[config.mk]
export PLATFORM = sky130hd
export DESIGN_NAME = mux_rr_arbiter
export DESIGN_NICKNAME = d
export VERILOG_FILES = /design/src/rtl/mux_rr_arbiter.sv
export SDC_FILE = /design/constraint.sdc
export NUM_CORES = 1
export LEC_CHECK = 0
export ABC_AREA = 1
export CORE_AREA = 5 5 52 54
export DETAILED_ROUTE_END_ITERATION = 10
export DIE_AREA = 0 0 57 59
export PLACE_DENSITY = 0.8
export REMOVE_ABC_BUFFERS = 1
export SYNTH_ARGS = -nofsm -noshare
export SYNTH_HDL_FRONTEND = slang
export SYNTH_SLANG_ARGS = --single-unit
[constraint.sdc]
create_clock -name clk_in -period 3.1 [get_ports clk_in]
set_clock_uncertainty 0.15 [all_clocks]
set_input_delay 0.465 -clock clk_in [delete_from_list [all_inputs] [get_ports clk_in]]
set_output_delay 0.465 -clock clk_in [all_outputs]
set_load 0.03 [all_outputs]
[src/rtl/mux_rr_arbiter.sv]
// mux_rr_arbiter: two-requester round-robin arbiter feeding a
// single registered valid/ready output stage through a 2:1 select.
module mux_rr_arbiter #(
  parameter int DATA_W    = 8,
  parameter int MAX_BURST = 16
) (
  input  logic              clk_in,
  input  logic              rst_n_in,
  input  logic              a_req_in,
  input  logic [DATA_W-1:0] a_data_in,
  input  logic              a_last_in,
  output logic              a_gnt_out,
  input  logic              b_req_in,
  input  logic [DATA_W-1:0] b_data_in,
  input  logic              b_last_in,
  output logic              b_gnt_out,
  output logic              y_valid_out,
  output logic [DATA_W-1:0] y_data_out,
  input  logic              y_ready_in,
  output logic              sel_out,
  output logic              busy_out
);

  localparam int CW = $clog2(MAX_BURST + 1);

  typedef enum logic [1:0] {
    IDLE    = 2'd0,
    GRANT_A = 2'd1,
    GRANT_B = 2'd2
  } state_t;

  state_t            state_q, state_d;
  logic              last_q, last_d;
  logic              sel_q, sel_d;
  logic [CW-1:0]     cnt_q, cnt_d;
  logic              yv_q, yv_d;
  logic [DATA_W-1:0] yd_q, yd_d;

  logic              stage_free;
  logic              cur_req;
  logic              cur_last;
  logic              cur_gnt;
  logic              accept;
  logic              at_max;
  logic [DATA_W-1:0] cur_data;

  assign stage_free = !yv_q || y_ready_in;

  // Grants are suppressed during reset so no beat slips in.
  assign a_gnt_out = rst_n_in && (state_q == GRANT_A) && stage_free;
  assign b_gnt_out = rst_n_in && (state_q == GRANT_B) && stage_free;

  // While granted, sel_q always names the owner.
  assign cur_req  = sel_q ? b_req_in  : a_req_in;
  assign cur_last = sel_q ? b_last_in : a_last_in;
  assign cur_data = sel_q ? b_data_in : a_data_in;
  assign cur_gnt  = a_gnt_out || b_gnt_out;
  assign accept   = cur_req && cur_gnt;
  assign at_max   = (cnt_q + CW'(1)) == CW'(MAX_BURST);

  assign y_valid_out = yv_q;
  assign y_data_out  = yd_q;
  assign sel_out     = sel_q;
  assign busy_out    = (state_q != IDLE);

  // Arbitration, burst tracking and output-stage next state.
  always_comb begin
    state_d = state_q;
    last_d  = last_q;
    sel_d   = sel_q;
    cnt_d   = cnt_q;
    yv_d    = yv_q;
    yd_d    = yd_q;

    unique case (state_q)
      IDLE: begin
        if (a_req_in && (!b_req_in || last_q)) begin
          state_d = GRANT_A;
          sel_d   = 1'b0;
          last_d  = 1'b0;
          cnt_d   = '0;
        end else if (b_req_in) begin
          state_d = GRANT_B;
          sel_d   = 1'b1;
          last_d  = 1'b1;
          cnt_d   = '0;
        end
      end
      GRANT_A, GRANT_B: begin
        if (accept) begin
          cnt_d = cnt_q + CW'(1);
          if (cur_last || at_max) state_d = IDLE;
        end else if (cur_gnt) begin
          state_d = IDLE;
        end
      end
      default: state_d = IDLE;
    endcase

    if (accept) begin
      yd_d = cur_data;
      yv_d = 1'b1;
    end else if (yv_q && y_ready_in) begin
      yv_d = 1'b0;
    end
  end

  // State registers with synchronous active-low reset.
  always_ff @(posedge clk_in) begin
    if (!rst_n_in) begin
      state_q <= IDLE;
      last_q  <= 1'b1;
      sel_q   <= 1'b0;
      cnt_q   <= '0;
      yv_q    <= 1'b0;
      yd_q    <= '0;
    end else begin
      state_q <= state_d;
      last_q  <= last_d;
      sel_q   <= sel_d;
      cnt_q   <= cnt_d;
      yv_q    <= yv_d;
      yd_q    <= yd_d;
    end
  end

endmodule

# == Word level (Yosys, flattened, before mapping) ==
# Cells that the tools add are included.
# totals
output_inout_bits,13
elab_cells,53
ff_bits,18
# classes
n_reduce_logical,22
n_eq_ne,7
n_addsub,1
muxes,17
# op_table
op,n
two-way mux 5 bit,3
two-way mux 2 bit,5
case mux 5 bit (2 select lines),1
inequality test 3 bit (second input constant),3
two-way mux 8 bit,1
nonzero test 2 bit,4
logical AND 1 bit,7
two-way mux 1 bit,6
AND reduction 3 bit,2
adder 5 x 1 -> 5 bit (second input constant),1
equality test 5 bit (second input constant),1
logical OR 1 bit,4
case mux 2 bit (2 select lines),1
equality test 2 x 1 -> 1 bit (second input constant),1
equality test 2 bit (second input constant),1
zero test 1 bit,2
zero test 2 bit,1
inequality test 2 bit (second input constant),1
AND reduction 2 bit,1
OR reduction 2 bit,1

# == Longest topological paths before layout ==
# depth
depth_word,7
mapped_depth,12
ltp_nobuf,12

# == Least setup slack after synthesis ==
# Ideal clock, no wire load.
# synth_path
path_type,register -> register
start,reg state_q[0]
end,reg cnt_q[1]
t_arrival_ns,1.238
slack_ns,1.590
path_stages_with_launch,8
setup_time_ns,0.122
period_less_slack_ns,1.510
t_required_ns,2.828
cell_sequence,dfxtp_1 > inv_1 > ha_1 > nand3_2 > o21ai_2 > nand2_2 > a21oi_1 > nor3_1
# synth_between
elab_chain_len,7
word_cells_on_any_way,15
classes_between,4 x eq/ne; 1 x mux; 10 x reduce/logical
# synth_lines
item,line_no,text
"start, declared",32,"state_t state_q, state_d;"
"start signal, assigned",118,state_q <= state_d;
equality test 2 x 1 -> 1 bit or equality test 2 bit (tied branches),"50, 75, 51",
logical AND 1 bit (on tied branches) (2 in series),"50, 51",
logical OR 1 bit,57,assign cur_gnt = a_gnt_out || b_gnt_out;
logical AND 1 bit,58,assign accept = cur_req && cur_gnt;
inequality test 2 bit (no line),-,
AND reduction 3 bit (no line),-,
"end signal, assigned",121,cnt_q <= cnt_d;
"end, declared",35,"logic [CW-1:0] cnt_q, cnt_d;"
# Parallel ways exist; a longest one is shown, timed or not.
# A chain may end at the register's enable or synchronous reset.

# == Worst setup path after layout ==
# layout_path
start,in rst_n_in
end,out b_gnt_out
# layout_between
elab_chain_len,2
# layout_lines
item,line_no,text
"start, declared",8,"input logic rst_n_in,"
logical AND 1 bit (2 in series),51,assign b_gnt_out = rst_n_in && (state_q == GRANT_B) && stage_free;
"end, declared",16,"output logic b_gnt_out,"
# No other way between the ends.

==> metrics.log <==
[metrics] area taken by flip-flops and latches: 360.3 µm²
[metrics] number of placed I/O pins: 36
[metrics] number of antenna violations at the first check in global routing: 0
[metrics] drt pass-1 iters: 4
[metrics] Sw Pwr: 0.0003853 W
[metrics] pin count of the biggest net entering global routing: 23
[metrics] most frequent standard cell in the layout excluding fill and tap cells: clkdlybuf4s50_1
[metrics] first-pass GRT wire length: 4126 µm
[metrics] portion of total power attributed to sequential cells: 35.0%
[metrics] later-pin clock latency in the skew report: 0.30 ns
[metrics] fill cell total of the finished layout: 201
[metrics] number of cell rows: 17
[metrics] Starting Density: 45.67%
[metrics] fraction of the core area covered by cells at the end of the flow: 64.59%
[metrics] Power Density: 653.0 nW/µm²
[metrics] slew margin rel.: 77.82%
[metrics] register bit count reported by yosys: 18
[metrics] largest family of logic cells by synthesized area: simple AND/OR/NAND/NOR gates
[metrics] Inserted Diodes: 0
[metrics] final critical-path required period: 2.640 ns
[metrics] Setup crit end kind: output port
[metrics] share of power burned in combinational logic: 48.9%
[metrics] Resize count post-CTS: 0
[metrics] overflow left after global routing: 0
[metrics] commonest cells after routing, fill and taps aside: clkdlybuf4s50_1, a21oi_1, inv_1, dfxtp_1, nand2_1
[metrics] fraction of final layout cells sized beyond drive strength 1: 9.341%
[metrics] cell types with the largest area share after synthesis: dfxtp_1, a21oi_1, inv_1, nand2_1, ha_1
[metrics] DRC violation count after routing: 0
[metrics] fraction of the mapped netlist area in compound gates: 22.60%
[metrics] global-route usage over all layers: 15.37%
[metrics] Sum Neg Setup Slack: 0 ns
[metrics] RSZ-0062 raised after global routing: false
[metrics] required time at the worst-slack endpoint: 2.48 ns
[metrics] CTS tree: built
[metrics] portion of total power attributed to the clock network: 16.2%
[metrics] total number of nets in the final design: 210
[metrics] ratio of routed vias to standard cells: 5.024
[metrics] Worst-Margin Slew: 0.3316 ns
[metrics] number of buffers between clock root and the deepest sink: 2
[metrics] clock slew at the register clock pins of the worst setup and hold paths: 0.10 ns
[metrics] critical setup path kind: input pin to output port
[metrics] Die Area: 3363 µm²
[metrics] maximum clock frequency: 0.3788 GHz
[metrics] clock sink count: 18
[metrics] Crit path arrival time: 2.02 ns
[metrics] cell depth of the worst hold path: 2
[metrics] sum of routed wire length over all layers: 2468 µm
[metrics] switching part of the total: 42.11%
[metrics] synth warn: 0
[metrics] buffers inserted by post-CTS timing repair: 0
[metrics] Max stage delay cell, worst path: clkdlybuf4s50_1
[metrics] sort of element at the start of the critical path: input pin
[metrics] cell leakage power: 0.6410 nW
[metrics] vias in the first global route: 1038
[metrics] total via count in the routed design: 1055
[metrics] adder-cell share of the synthesized area: 5.051%
[metrics] number of CTS-inserted buffers: 3
[metrics] Avg Synthesized Cell Area: 6.834 µm²
[metrics] H-tree Lvls: 1
[metrics] Critical Path Max Stage Delay: 0.66 ns
[metrics] cell chain of the critical path: clkdlybuf4s50_1 -> nand2_1 -> inv_1 -> nand2_2 -> inv_1 -> clkdlybuf4s50_1
[metrics] number of failing hold endpoints at the final stage: 0
[metrics] layout overhead on the synthesized area: 41.41%
[metrics] worst IR drop on VDD: 0.0003717 V
[metrics] CP max FO: 7
[metrics] GP Congestion: 0.7907
[metrics] initial drt markers: 16
[metrics] count of cells along the worst register-to-register path: 7
[metrics] top cell type's share of synthesized area: 36.36%
[metrics] final period utilization: 85.16%
[metrics] post-synthesis sequential area ratio: 36.36%
[metrics] Gate Count Post-Synth: 145
[metrics] total of max-cap violations: 0
[metrics] internal power component: 0.0005298 W
[metrics] distinct cell type count of the synthesized netlist: 21
[metrics] area of the multi-input gates: 506.7 µm²
[metrics] routed wirelength normalized by instance count: 11.75 µm
[metrics] Tightest Hold Check Type: register to register
[metrics] final setup vio count: 0
[metrics] multiplexer fraction of the synthesized cell area: 0%
[metrics] dominant cell type by area after synthesis: dfxtp_1
[metrics] die height: 59 µm
[metrics] half-perimeter wire length after placement: 1976 µm
[metrics] Netlist Area Pre-Place: 991.0 µm²
[metrics] area of the core region: 2170 µm²
[metrics] post-synthesis simple-gate area fraction: 23.48%
[metrics] Die Width: 57 µm
[metrics] Final Max Tran Viols: 0
[metrics] CTS root buf: clkbuf_4
[metrics] fraction of synthesized cell area in xor and xnor cells: 0%
[metrics] status: finished, final reports clean
[metrics] CTS Hold Bufs: 0
[metrics] antenna-violating nets left: 0
[metrics] number of port buffers: 35
-- cell type report --
type	instances	share of cell area, %
flip-flops and latches	18	25.71
repair buffers	37	26.07
well taps	28	2.500
multi-input cells	97	36.16
clock buffers	4	2.589
inverters	26	6.964
-- path summary, 6_finish.rpt --
| kind | end | startpoint | slack, ns |
|---|---|---|---|
| worst max-delay path | b_gnt_out | rst_n_in | 0.46 |
| worst min-delay path | last_q | last_q | 0.32 |
| worst max register to register | cnt_q[3] | state_q[1] | 1.33 |
| worst min register to register | last_q | last_q | 0.32 |
-- metal layers --
| metal | vias to the layer above | track usage [%] | routed length, µm |
|---|---|---|---|
| met5 | - | 0 | 0 |
| met4 | 0 | 6.623 | 35 |
| met3 | 4 | 5.011 | 236 |
| met2 | 37 | 26.75 | 1152 |
| met1 | 468 | 17.19 | 1044 |
| li1 | 546 | - | - |
-- kinds of logic (layout without fill, tap and decap cells) --
group / count (synthesis) / after routing
buffers and inverters: 30 / 67
AND/OR/NAND/NOR: 49 / 49
flip-flops: 18 / 18
adder cells (fa/ha/maj): 4 / 4
AO/OA/AOI/OAI: 44 / 44
-- critical path: cells and delay by family --
kind	cells	cell delay, ns
simple gates	2	0.17
buf+inv	4	1.38
-- per-stage QoR --
step | total power, W | instance area (µm²) | cells | setup slack [ns] | hold slack [ns]
2_1_floorplan | 0.0006135 | 964.7 | 141 | 1.321 | 0.2736
3_3_place_gp | 0.0007519 | 1365 | 206 | 0.5046 | 0.2937
3_5_place_dp | 0.0007694 | 1365 | 206 | 0.4601 | 0.2929
4_1_cts | 0.0009197 | 1401 | 210 | 0.4579 | 0.3210
5_1_grt | 0.0009846 | 1401 | 210 | 0.4017 | 0.3520
6_report | 0.0009151 | 1401 | 210 | 0.4601 | 0.3245
-- state kept, by name, summed over array words and instances, names as in the netlist --
name         count
cnt_q            5
last_q           1
sel_out          1
state_q          2
y_data_out       8
y_valid_out      1
-- power by group through the flow --
stage | registers (W) | logic (W) | clock network, W
final | 0.000320 | 0.000447 | 0.000148
after global routing | 0.000329 | 0.000494 | 0.000162
after CTS | 0.000319 | 0.000447 | 0.000153
after detailed placement | 0.000324 | 0.000445 | 0
after global placement | 0.000320 | 0.000432 | 0
after floorplan | 0.000365 | 0.000249 | 0
-- Yosys cell counts (all sizes together) --
master	instances
a21oi	28
buf	3
clkbuf	1
clkinv	1
dfxtp	18
ha	4
inv	25
nand2	22
nand3	11
nand3b	1
nand4	1
nor2	13
nor3	1
o21ai	16
Power figures use the tool's default switching activity.
